==> config.mk <==
export PLATFORM = sky130hd
export DESIGN_NAME = dmem_portb_arbiter
export DESIGN_NICKNAME = d
export VERILOG_FILES = /design/src/rtl/dmem_portb_arbiter.sv
export SDC_FILE = /design/constraint.sdc
export NUM_CORES = 1
export LEC_CHECK = 0
export CAP_MARGIN = 0
export CORE_AREA = 2 2 114 61
export CTS_CLUSTER_SIZE = 28
export DETAILED_ROUTE_END_ITERATION = 8
export DIE_AREA = 0 0 116 63
export PLACE_DENSITY = 0.8
export SLEW_MARGIN = 20
export SYNTH_ARGS = -nofsm -noshare
export SYNTH_HDL_FRONTEND = slang
export SYNTH_SLANG_ARGS = --single-unit
export TNS_END_PERCENT = 10
==> constraint.sdc <==
create_clock -name clk -period 3.1 [get_ports clk]
set_input_delay 0.775 -clock clk [delete_from_list [all_inputs] [get_ports clk]]
set_output_delay 0.775 -clock clk [all_outputs]
set_load 0.02 [all_outputs]
==> src/rtl/dmem_portb_arbiter.sv <==
// Round-robin arbiter sharing data-memory port B among NREQ bulk-write requesters.
// Latency: grant registered one cycle after req; accepted beats pass to port B combinationally.
// Backpressure: ready drops while core_we is high; optional address checking via DMEM_ARB_ADDR_CHECK_EN.
module dmem_portb_arbiter #(
  parameter int NREQ      = 2,
  parameter int DEPTH     = 12,
  parameter int MAX_BURST = 16
) (
  input  logic                 clk,
  input  logic                 reset,
  input  logic [NREQ-1:0]      req,
  input  logic [NREQ-1:0]      valid,
  input  logic [NREQ-1:0]      last,
  input  logic [NREQ*32-1:0]   addr,
  input  logic [NREQ*32-1:0]   din,
  output logic [NREQ-1:0]      gnt,
  output logic [NREQ-1:0]      ready,
  input  logic                 core_we,
  output logic [31:0]          addr_b,
  output logic [31:0]          din_b,
  output logic                 we_b,
  output logic                 busy,
  output logic                 err
);

  localparam int IW = (NREQ > 1) ? $clog2(NREQ) : 1;
  localparam int CW = $clog2(MAX_BURST + 1);

  typedef enum logic {IDLE = 1'b0, GRANT = 1'b1} state_t;

  state_t          state, state_nxt;
  logic [NREQ-1:0] gnt_nxt;
  logic [IW-1:0]   win, win_nxt;   // index of the granted requester
  logic [IW-1:0]   ptr, ptr_nxt;   // last requester served
  logic [CW-1:0]   cnt, cnt_nxt;   // beats accepted in the current grant

  logic [IW-1:0]   pick;
  logic            pick_vld;
  logic            sel_req, sel_valid, sel_last;
  logic [31:0]     sel_addr, sel_din;
  logic            accept, wr, addr_bad;
  logic            burst_done;

  // Round-robin pick: first requesting index after ptr, wrapping
  always_comb begin
    pick     = '0;
    pick_vld = 1'b0;
    for (int i = 1; i <= NREQ; i++) begin
      if (!pick_vld && req[(int'(ptr) + i) % NREQ]) begin
        pick_vld = 1'b1;
        pick     = IW'((int'(ptr) + i) % NREQ);
      end
    end
  end

  // Select the granted requester's beat signals
  always_comb begin
    sel_req   = 1'b0;
    sel_valid = 1'b0;
    sel_last  = 1'b0;
    sel_addr  = '0;
    sel_din   = '0;
    for (int i = 0; i < NREQ; i++) begin
      if (win == IW'(i)) begin
        sel_req   = req[i];
        sel_valid = valid[i];
        sel_last  = last[i];
        sel_addr  = addr[32*i +: 32];
        sel_din   = din[32*i +: 32];
      end
    end
  end

`ifdef DMEM_ARB_ADDR_CHECK_EN
  localparam logic [31:0] HI_MASK = (DEPTH >= 32) ? 32'h0 : ~((32'h1 << DEPTH) - 32'h1);
  logic err_q;

  // Misaligned or out-of-range beats are consumed but never written
  always_comb begin
    addr_bad = (sel_addr[1:0] != 2'b00) || ((sel_addr & HI_MASK) != 32'h0);
  end

  // Sticky error: set by any rejected beat, cleared only by reset
  always_ff @(posedge clk) begin
    if (reset) begin
      err_q <= 1'b0;
    end else if (accept && addr_bad) begin
      err_q <= 1'b1;
    end
  end

  assign err = err_q;
`else
  assign addr_bad = 1'b0;
  assign err      = 1'b0;
`endif

  // State register: grant, pointer and beat count
  always_ff @(posedge clk) begin
    if (reset) begin
      state <= IDLE;
      gnt   <= '0;
      win   <= '0;
      ptr   <= IW'(NREQ - 1);
      cnt   <= '0;
    end else begin
      state <= state_nxt;
      gnt   <= gnt_nxt;
      win   <= win_nxt;
      ptr   <= ptr_nxt;
      cnt   <= cnt_nxt;
    end
  end

  // Outputs: ready only to the winner, and never while the core stores or reset is high
  always_comb begin
    ready  = (state == GRANT && !core_we && !reset) ? gnt : '0;
    accept = sel_valid && (|(ready & valid));
    wr     = accept && !addr_bad;
    we_b   = wr;
    addr_b = wr ? sel_addr : 32'h0;
    din_b  = wr ? sel_din  : 32'h0;
    busy   = (state != IDLE);
  end

  assign burst_done = ((cnt + CW'(1)) == CW'(MAX_BURST));

  // Next state: arbitrate in IDLE, count beats and detect release in GRANT
  always_comb begin
    state_nxt = state;
    gnt_nxt   = gnt;
    win_nxt   = win;
    ptr_nxt   = ptr;
    cnt_nxt   = cnt;
    case (state)
      IDLE: begin
        if (pick_vld) begin
          state_nxt = GRANT;
          gnt_nxt   = NREQ'(1) << pick;
          win_nxt   = pick;
          cnt_nxt   = '0;
        end
      end
      GRANT: begin
        if (accept) begin
          cnt_nxt = cnt + CW'(1);
        end
        if ((accept && (sel_last || burst_done)) || (!sel_req && !sel_valid)) begin
          state_nxt = IDLE;
          gnt_nxt   = '0;
          ptr_nxt   = win;
        end
      end
      default: begin
        state_nxt = IDLE;
        gnt_nxt   = '0;
      end
    endcase
  end

endmodule

==> results of run 1 <==
registers in the layout (all words and copies together) (netlist names):
| signal | flops |
|---|---|
| busy | 1 |
| cnt | 5 |
| gnt | 2 |
| ptr | 1 |
| win | 1 |
cell families (layout without fill, tap and decap cells):
family / Yosys count / count (layout)
AOI/OAI and AO/OA: 21 / 21
adders and majority gates: 1 / 1
buffers and inverters: 21 / 222
DFF: 10 / 10
muxes: 68 / 68
other: 1 / 1
and+or+nand+nor: 93 / 93
how the worst max path moves through the flow:
stage | start | end | slack (ns) | depth (start not counted)
2_1_floorplan | core_we | addr_b[22] | 0.04 | 6
6_report | reset | din_b[26] | -0.006 | 6
3_3_place_gp | core_we | din_b[18] | -0.70 | 6
4_1_cts | reset | din_b[13] | -0.01 | 6
5_1_grt | reset | din_b[12] | -0.07 | 6
3_5_place_dp | core_we | din_b[22] | -0.72 | 6
stage by stage:
step	setup WS (ns)	TNS [ns]	instance area, sq um
after floorplan	0.0372	0	1520
after global placement	-0.702	-42.66	3710
after detailed placement	-0.720	-43.80	3710
after CTS	-0.0106	-0.0632	3610
after global routing	-0.0742	-1.44	3730
final	-0.00588	-0.0115	3730
power groups by stage:
stage | registers, W | clock network [W] | logic (W)
after CTS | 0.000139 | 0.000261 | 0.000334
final | 0.000139 | 0.000258 | 0.000336
after global placement | 0.000141 | 0 | 0.000331
after detailed placement | 0.000141 | 0 | 0.000335
after floorplan | 0.000145 | 0 | 0.000121
after global routing | 0.000139 | 0.000269 | 0.000364
routing by layer:
| layer | vias to the layer above | GRT usage, % | part of all wire, % |
|---|---|---|---|
| met3 | 8 | 4.17 | 8.1 |
| met2 | 98 | 33.3 | 49 |
| li1 | 1151 | - | - |
| met5 | - | 0 | 0 |
| met4 | 0 | 4.46 | 1.2 |
| met1 | 1020 | 23.7 | 41 |
critical path, cell delays in order:
cell	delay [ns]
dlygate4sd2_1	0.24
or3b_1	0.36
or3_4	0.40
bufbuf_16	0.30
nor2_1	0.10
buf_4	0.15
placed cells by master, fill, tap and decap left out, types with 4 or more instances in the layout:
cell | Yosys | layout
nand2_1 | 5 | 5
buf_4 | 1 | 49
nor2_2 | 0 | 9
dlygate4sd2_1 | 0 | 4
buf_2 | 2 | 14
dfxtp_1 | 10 | 9
clkdlybuf4s50_1 | 0 | 136
a21oi_1 | 8 | 8
buf_6 | 0 | 6
mux2i_1 | 67 | 67
nor2_1 | 70 | 60
cell type report:
cell class,count,area share (%)
clock buffer,4,2.38
tap,92,3.09
sequential,10,5.47
timing repair buffer,215,54.7
inverter,3,0.302
multi-input combinational,184,34.1
what timing repair did:
| item | CTS | global route |
|---|---|---|
| hold buffers | 0 | 0 |
| resized for setup | 291 | 46 |
| endpoints found under the setup margin | 67 | 51 |
| cloned | 2 | 0 |
| pin swaps | 1 | 0 |
| setup buffers | 0 | 0 |
==> impl_metrics.env, run 1 <==
export IMPL_path_max_fanout=10
export IMPL_ant_nets=0
export IMPL_wl_per_cell_um=14.0
export IMPL_hold_violations=0
export IMPL_start_util_pct=23.9
export IMPL_ys_warn_count=0
export IMPL_finClkSkew_ns=0.00116
export IMPL_grt_use_total_pct=19.0
export IMPL_violations="setup timing"
export IMPL_cts_buffers=3
export IMPL_rsz0062_at_grt="yes"
export IMPL_die_h_um=63
export IMPL_synth_seq_cells=10
export IMPL_rr_endpoint="cnt[4]"
export IMPL_synthMuxAreaShare_pct=44.9
export IMPL_whs_ns=0.497
export IMPL_clock_fmax_mhz=322
export IMPL_synth_seq_area_share_pct=13.2
export IMPL_pwr_density_cell_nw_per_um2=197
export IMPL_p_int_w=0.000554
export IMPL_hp_class="reg -> reg"
export IMPL_avgSynthCellArea_sq_um=7.07
export IMPL_placed_cells=502
export IMPL_status="finished with violations"
export IMPL_peakVddDrop_mv=0.161
export IMPL_synth_edf_count=0
export IMPL_cp_end_kind="output pin"
export IMPL_gp_congestion=0.820
export IMPL_syn_inst=215
export IMPL_worstHoldPathCells=2
export IMPL_async_flop_share_pct=0
export IMPL_yosys_area_share_adder_pct=0.823
export IMPL_globalRouteOverflowTotal=0
export IMPL_die_w_um=116
export IMPL_reg2reg_slack_ns=1.11
export IMPL_die_area_sq_um=7310
export IMPL_clk_latency_ns=0.24
export IMPL_cts_path_max_buffers=2
export IMPL_power_switching_w=0.000179
export IMPL_htree_levels=1
export IMPL_antennaDiodeCount=0
export IMPL_drt_pass1_iter_count=4
export IMPL_yosys_area_share_simple_pct=26.3
export IMPL_timing_final_ws_setup_ns=-0.00588
export IMPL_synth_common_cells="70 x nor2_1, 67 x mux2i_1, 14 x clkbuf_1"
export IMPL_row_count=21
export IMPL_synth_top_area_share_pct=44.1
export IMPL_port_buffers=206
export IMPL_period_needed_ns=3.11
export IMPL_rr_worst_depth=5
export IMPL_nFillCells=602
export IMPL_switching_share_pct=24.4
export IMPL_io_pins=208
export IMPL_finalPower_w=0.000733
export IMPL_holdPathEnd="cnt[4]"
export IMPL_comb_power_share_pct=45.9
export IMPL_setup_violations=4
export IMPL_ff_latch_area_sq_um=204
export IMPL_max_cap_viol_count=0
export IMPL_drt_iter0_markers=93
export IMPL_antenna_found_initial=0
export IMPL_synth_xor_xnor_area_share_pct=0
export IMPL_dp_hpwl_um=5720
export IMPL_r2r_start="busy"
export IMPL_areaGrowthSynthToFinish_pct=145
export IMPL_clkSlewWorstSetupHoldPaths_ns=0.04
export IMPL_vias=2277
export IMPL_final_min_period_over_clock_period_pct=100
export IMPL_multi_input_area_sq_um=1270
export IMPL_crit_type="in -> out"
export IMPL_synthesis_area_sq_um=1520
export IMPL_synth_top_area_cell="mux2i_1"
export IMPL_cts_tree="yes"
export IMPL_drive_above_1_share_pct=21.9
export IMPL_grt_max_degree=70
export IMPL_slew_violations=0
export IMPL_nets=555
export IMPL_cp_start_kind="input pin"
export IMPL_synth_top_family_by_area="multiplexers"
export IMPL_synthDistinctLibCells=34
export IMPL_syn_num_nets=353
export IMPL_ctsRootBufferMaster="clkbuf_16"
export IMPL_final_cells=508
export IMPL_synth_compound_area_share_pct=9.05
export IMPL_synthTopCellsByArea="mux2i_1 44%, nor2_1 17%, dfxtp_1 13%"
export IMPL_critPathArrivalTime_ns=2.33
export IMPL_synthMostInstantiatedCell="nor2_1"
export IMPL_drc=0
export IMPL_clkSinkCount=10
export IMPL_utilization_pct=58.6
export IMPL_power_leakage_nw=1.57
export IMPL_cp_required_ns=2.32
export IMPL_first_global_vias=2275
export IMPL_hp_start="cnt[4]"
export IMPL_core_sq_um=6360
export IMPL_vias_per_cell=4.48
export IMPL_seq_power_share_pct=18.9
export IMPL_grt_pass1_wl_um=11200
export IMPL_postRouteWirelength_um=7130
export IMPL_pwr_share_clk_pct=35.2
export IMPL_synthFlopType="dfxtp_1"
(Power assumes the default switching activity.)
==> inputs of run 2 (changes only) <==
CTS_BUF_LIST = sky130_fd_sc_hd__clkbuf_4   (was default)
PLACE_DENSITY = 0.9   (was 0.8)
==> run 2 against run 1 <==
Compared with the run above:
- the run now ends clean
- global-route usage is 0.20 points lower
- sequential power hardly changed
- setup slack better by 0.053 ns
- register-to-register slack worse by 0.21 ns
- clock power is 64% lower
- sequential share of layout area is 0.083 points lower
- total power is 21% lower
- fmax is 1.7% higher
- final area is 1.5% higher
- clock skew is 0.0067 ns higher
- routed wire length is 4.8% higher
==> impl_metrics.env, run 2 (synthesis results as in run 1) <==
export IMPL_reg_top3="cnt x5, gnt x2"
export IMPL_vias_per_cell=4.44
export IMPL_power_switching_w=0.000169
export IMPL_finalPower_w=0.000578
export IMPL_clkSinkCount=10
export IMPL_placed_area_sq_um=3710
export IMPL_crit_buf_inv=3
export IMPL_critical_path_slowest_cell="or3_4"
export IMPL_cts_tree="yes"
export IMPL_drt_pass1_iter_count=4
export IMPL_ant_nets=0
export IMPL_multi_input_area_sq_um=1320
export IMPL_cp_required_ns=2.32
export IMPL_clk_latency_ns=0.27
export IMPL_clock_fmax_mhz=328
export IMPL_cp_start_kind="input pin"
export IMPL_postRouteWirelength_um=7480
export IMPL_peakVddDrop_mv=0.0676
export IMPL_ff_latch_area_sq_um=204
export IMPL_start_util_pct=23.9
export IMPL_die_w_um=116
export IMPL_comb_power_share_pct=60.0
export IMPL_htree_levels=1
export IMPL_clkSlewWorstSetupHoldPaths_ns=0.07
export IMPL_timing_final_ws_setup_ns=0.0475
export IMPL_cts_buffers=3
export IMPL_layout_commonest_cell="clkdlybuf4s50_1"
export IMPL_drive_above_1_share_pct=24.7
export IMPL_crit_chain="buf_2, or3b_1, or3_4, bufbuf_16, nor2_1, buf_4"
export IMPL_cpLargestDelayFamily="simple AND/OR/NAND/NOR gates"
export IMPL_place_ws_ns=-0.726
export IMPL_ctsRootBufferMaster="clkbuf_4"
export IMPL_globalRouteOverflowTotal=0
export IMPL_drt_iter0_markers=62
export IMPL_crit_type="in -> out"
export IMPL_antennaDiodeCount=0
export IMPL_seq_power_share_pct=23.9
export IMPL_largest_register_ffs=5
export IMPL_grt_max_degree=70
export IMPL_areaGrowthSynthToFinish_pct=149
export IMPL_period_needed_ns=3.05
export IMPL_io_pins=208
export IMPL_cts_path_max_buffers=2
export IMPL_slowest_delay_ns=0.43
export IMPL_nFillCells=562
export IMPL_core_sq_um=6360
export IMPL_grt_use_total_pct=18.8
export IMPL_vias=2278
export IMPL_switching_share_pct=29.2
export IMPL_drc=0
export IMPL_hold_violations=0
export IMPL_rsz0062_at_grt="no"
export IMPL_nets=560
export IMPL_p_int_w=0.000409
export IMPL_setup_violations=0
export IMPL_finClkSkew_ns=0.00782
export IMPL_grt_pass1_wl_um=11000
export IMPL_die_h_um=63
export IMPL_gp_congestion=0.822
export IMPL_wl_per_cell_um=14.6
export IMPL_die_area_sq_um=7310
export IMPL_pwr_share_clk_pct=16.1
export IMPL_pwr_density_cell_nw_per_um2=153
export IMPL_row_count=21
export IMPL_critPathArrivalTime_ns=2.28
export IMPL_antenna_found_initial=0
export IMPL_max_cap_viol_count=0
export IMPL_final_min_period_over_clock_period_pct=98.5
export IMPL_layout_common_cells="137 x clkdlybuf4s50_1, 66 x mux2i_1, 54 x nor2_1, 32 x buf_2, 27 x buf_4"
export IMPL_dp_hpwl_um=5620
export IMPL_whs_ns=0.522
export IMPL_slew_violations=0
export IMPL_power_leakage_nw=1.58
export IMPL_hp_class="reg -> reg"
export IMPL_status="completed"
export IMPL_design_area_sq_um=3790
export IMPL_path_max_fanout=13
export IMPL_regMostFlops="cnt"
export IMPL_port_buffers=206
export IMPL_postCtsHoldBufs=0
export IMPL_cp_end_kind="output pin"
export IMPL_first_global_vias=2198
-- run 2: cell count changes in the layout (fill, tap and decap cells not counted), moves of 2 or more --
cell,previous run,this run
clkbuf_16,3,0
buf_4,49,27
buf_16,0,3
clkbuf_4,0,3
nor2_1,60,54
buf_2,14,32
buf_6,6,13
dlygate4sd2_1,4,2
nor2_4,1,7
-- run 2: area by class of cell --
cell class | instances | share of cell area [%]
flip-flops and latches | 10 | 5.39
well taps | 92 | 3.04
inverters | 3 | 0.297
clock buffers | 3 | 0.595
clock inverters | 1 | 0.0991
repair buffers | 220 | 55.8
multi-input cells | 184 | 34.8
-- run 2: routing by layer --
layer  track usage, %  routed length [um]  vias up
li1                 -                   -     1158
met1             22.6                3070     1002
met2             34.4                3690      108
met3             3.98                 626       10
met4             3.87                  91        0
met5                0                   0        -
-- run 2: worst paths after layout --
path | from | end | slack (ns) | cells past startpoint
max | core_we | din_b[12] | 0.05 | 6
min | ptr | ptr | 0.52 | 2
max reg2reg | busy | gnt[0] | 0.90 | 7
min reg2reg | ptr | ptr | 0.52 | 2
-- run 2: through the flow --
| stage | utilization, % | TNS [ns] | instances |
|---|---|---|---|
| after floorplan | - | 0 | 215 |
| after global placement | 58.4 | -40.52 | 503 |
| after detailed placement | 58.4 | -44.02 | 503 |
| after CTS | 59.2 | -1.10 | 513 |
| after global routing | 59.5 | 0 | 513 |
| final | 59.5 | 0 | 513 |
-- run 2: power groups by stage --
stage	clock, W	combinational [W]	sequential, W
2_1_floorplan	0	0.000121	0.000145
3_3_place_gp	0	0.000334	0.000141
3_5_place_dp	0	0.000338	0.000141
4_1_cts	0.0000977	0.000347	0.000138
5_1_grt	0.000102	0.000371	0.000139
6_report	0.0000927	0.000347	0.000138
-- run 2: what timing repair did --
| item | 4_1_cts | 5_1_grt |
|---|---|---|
| buffers inserted | 1 | 0 |
| endpoints found under the setup margin | 67 | 43 |
| resized for setup | 336 | 8 |
| pin swaps | 6 | 1 |
| gates cloned | 5 | 0 |
-- run 2: worst min-delay path: stages (launching register included) --
cell	delay [ns]
dfxtp_1	0.31
nor2_1	0.09
mux2i_1	0.07
==> edit, RTL diff (settings of run 1) <==
Build with the macro `DMEM_ARB_ADDR_CHECK_EN` defined.
--- a/src/rtl/dmem_portb_arbiter.sv
+++ b/src/rtl/dmem_portb_arbiter.sv
@@ -1,6 +1,8 @@
 // Round-robin arbiter sharing data-memory port B among NREQ bulk-write requesters.
 // Latency: grant registered one cycle after req; accepted beats pass to port B combinationally.
 // Backpressure: ready drops while core_we is high; optional address checking via DMEM_ARB_ADDR_CHECK_EN.
+`define DMEM_ARB_ADDR_CHECK_EN
+
 module dmem_portb_arbiter #(
   parameter int NREQ      = 2,
   parameter int DEPTH     = 12,
Function: changed (Yosys sat finds a counterexample within 4 cycles, from zero or initial values and one cycle with reset high).
==> edit against run 1 <==
  * Via count up 5.8%
  * Sequential cell count rose by 1
  * First-iteration DRC count grew 15%
  * Power shrank 12%
  * Design area is 13% higher
  * Count of clock-buffer cells in the layout stayed put
  * Register-to-register slack better by 0.14 ns
  * Worst setup slack improved by 0.038 ns
  * Hold slack worse by 0.042 ns
  * Critical path depth up 1
  * Cell count is 0.79% lower
  * Routed wire length is 27% higher
  * Area after synthesis fell by 8.6%
  * Critical endpoint is now din_b[5]
  * Largest cell class unchanged
==> edit: results (changes against run 1) <==
Synth area leader = a22oi_1
Fmax = 325.9 MHz (+1.2%)
Hold depth = 2 (unchanged)
Gr usage total = 0.2160 (+0.02589)
PortBufs = 185 (-10%)
Filler instances = 519 (-14%)
Arr. time, crit path = 2.29 ns (-0.04 ns)
Placed cells = 481 (-4.2%)
Slowest stage delay, CP = 0.43 ns (+0.03 ns)
Seq/Total Area, Yosys = 0.1584 (+0.02673)
Clock Latency Late Sink = 0.23 ns
Status = finished clean
Reg2Reg Setup Slack = 1.25 ns (+0.14 ns)
Placer Congestion = 0.8722 (+6.4%)
Placed standard-cell area = 3326 sq um (-10%)
Hold Startpoint = err
Synth Flop Type = dfxtp_1
Non-Filler Instances = 504 (-0.79%)
Iteration-0 DRC Markers = 107 (+15%)
Final Skew = 0.0005980 ns (-0.0005634 ns)
Detailed Place HPWL = 5.678 mm (-0.75%)
WL per Instance = 17.92 um (+28%)
Final layout net count = 551 (-0.72%)
Number of global-route vias before repair = 2345 (+3.1%)
Worst-path fanout max = 6 (-4)
Global-route wire length before repair = 12.34 mm (+10%)
Distinct cells, synth = 31 (-8.8%)
Worst VDD drop = 0.1818 mV (+13%)
Average cell area after synthesis = 6.619 sq um (-6.4%)
Routed via count = 2408 (+5.8%)
Pin count of the biggest net entering global routing = 21 (-70%)
Hold Path Sink = err
Leak = 1.662 nW (+5.9%)
Synth top cells by count = nor2_1 (53), a22oi_1 (43), buf_4 (22)
Layout cells sized above 1 = 0.3665 (+0.1478)
Top cells by area, synth = a22oi_1 (23%), dfxtp_1 (16%), nor2_1 (14%)
Place WS = -0.7407 ns (-0.02030 ns)
## edit: changes by cell type after synthesis, sizes merged, moves of 3 or more
cell	change
a22oi	+42
buf	+25
clkbuf	-5
mux2i	-64
nand3b	+3
nor2	-17
nor2b	-3
nor4	+9
o21ai	+3
## edit: stage by stage
step	power, mW	utilization	hold slack [ns]	TNS, ns
after floorplan	0.2319	-	0.4605	0
after global placement	0.4024	0.5230	0.4435	-29.11
after detailed placement	0.4062	0.5230	0.4516	-30.31
after CTS	0.6378	0.5809	0.4574	-2.092
after global routing	0.6722	0.6621	0.4769	-0.09369
final	0.6443	0.6621	0.4545	0
## edit: cell families (layout without fill, tap and decap cells)
kind of cell	after synthesis	count (layout)	synth area share
compound gates	61	61	0.3141
simple gates	93	93	0.3150
buf+inv	39	220	0.1710
mux	4	4	0.02970
other cells	1	22	0.002698
flops	11	11	0.1584
fa+ha+maj	1	1	0.008999
## edit: worst max path at each step
stage	startpoint	end
6_report	reset	din_b[5]
2_1_floorplan	core_we	addr_b[10]
5_1_grt	addr[31]	addr_b[6]
4_1_cts	addr[45]	din_b[29]
3_5_place_dp	core_we	we_b
3_3_place_gp	core_we	din_b[31]
## edit: worst register-to-register path, stage by stage, from the launching register on
cell     delay, ns
dfxtp_1       0.31
or3b_4        0.37
or3_4         0.44
buf_16        0.17
or3_1         0.36
a21oi_1       0.14
## edit: metal layers
layer	track usage	share of wire
met1	0.2827	0.43
met2	0.3779	0.49
met3	0.03492	0.072
met4	0.03571	0.0056
met5	0	0
## edit: what timing repair did
item,4_1_cts,5_1_grt
buffers inserted,6,2
pin swaps,15,40
cloned,7,5
endpoints found under the setup margin,45,43
resized for setup,289,138
## edit: area by class of cell
class	count	area [sq um]	area share
Timing Repair Buffer	215	2412	0.5730
Multi-Input combinational cell	181	1380	0.3278
Sequential cell	11	220.2	0.05230
Tap cell	92	115.1	0.02734
Clock buffer	4	78.83	0.01872
Inverter	1	3.754	0.0008915
## edit: where the power goes
part	internal [mW]	total [mW]	leakage, nW	switching (mW)
clock network	0.172	0.230	0.0382	0.0579
logic	0.166	0.261	1.53	0.0953
registers	0.148	0.153	0.0896	0.00565
total	0.485	0.644	1.66	0.159
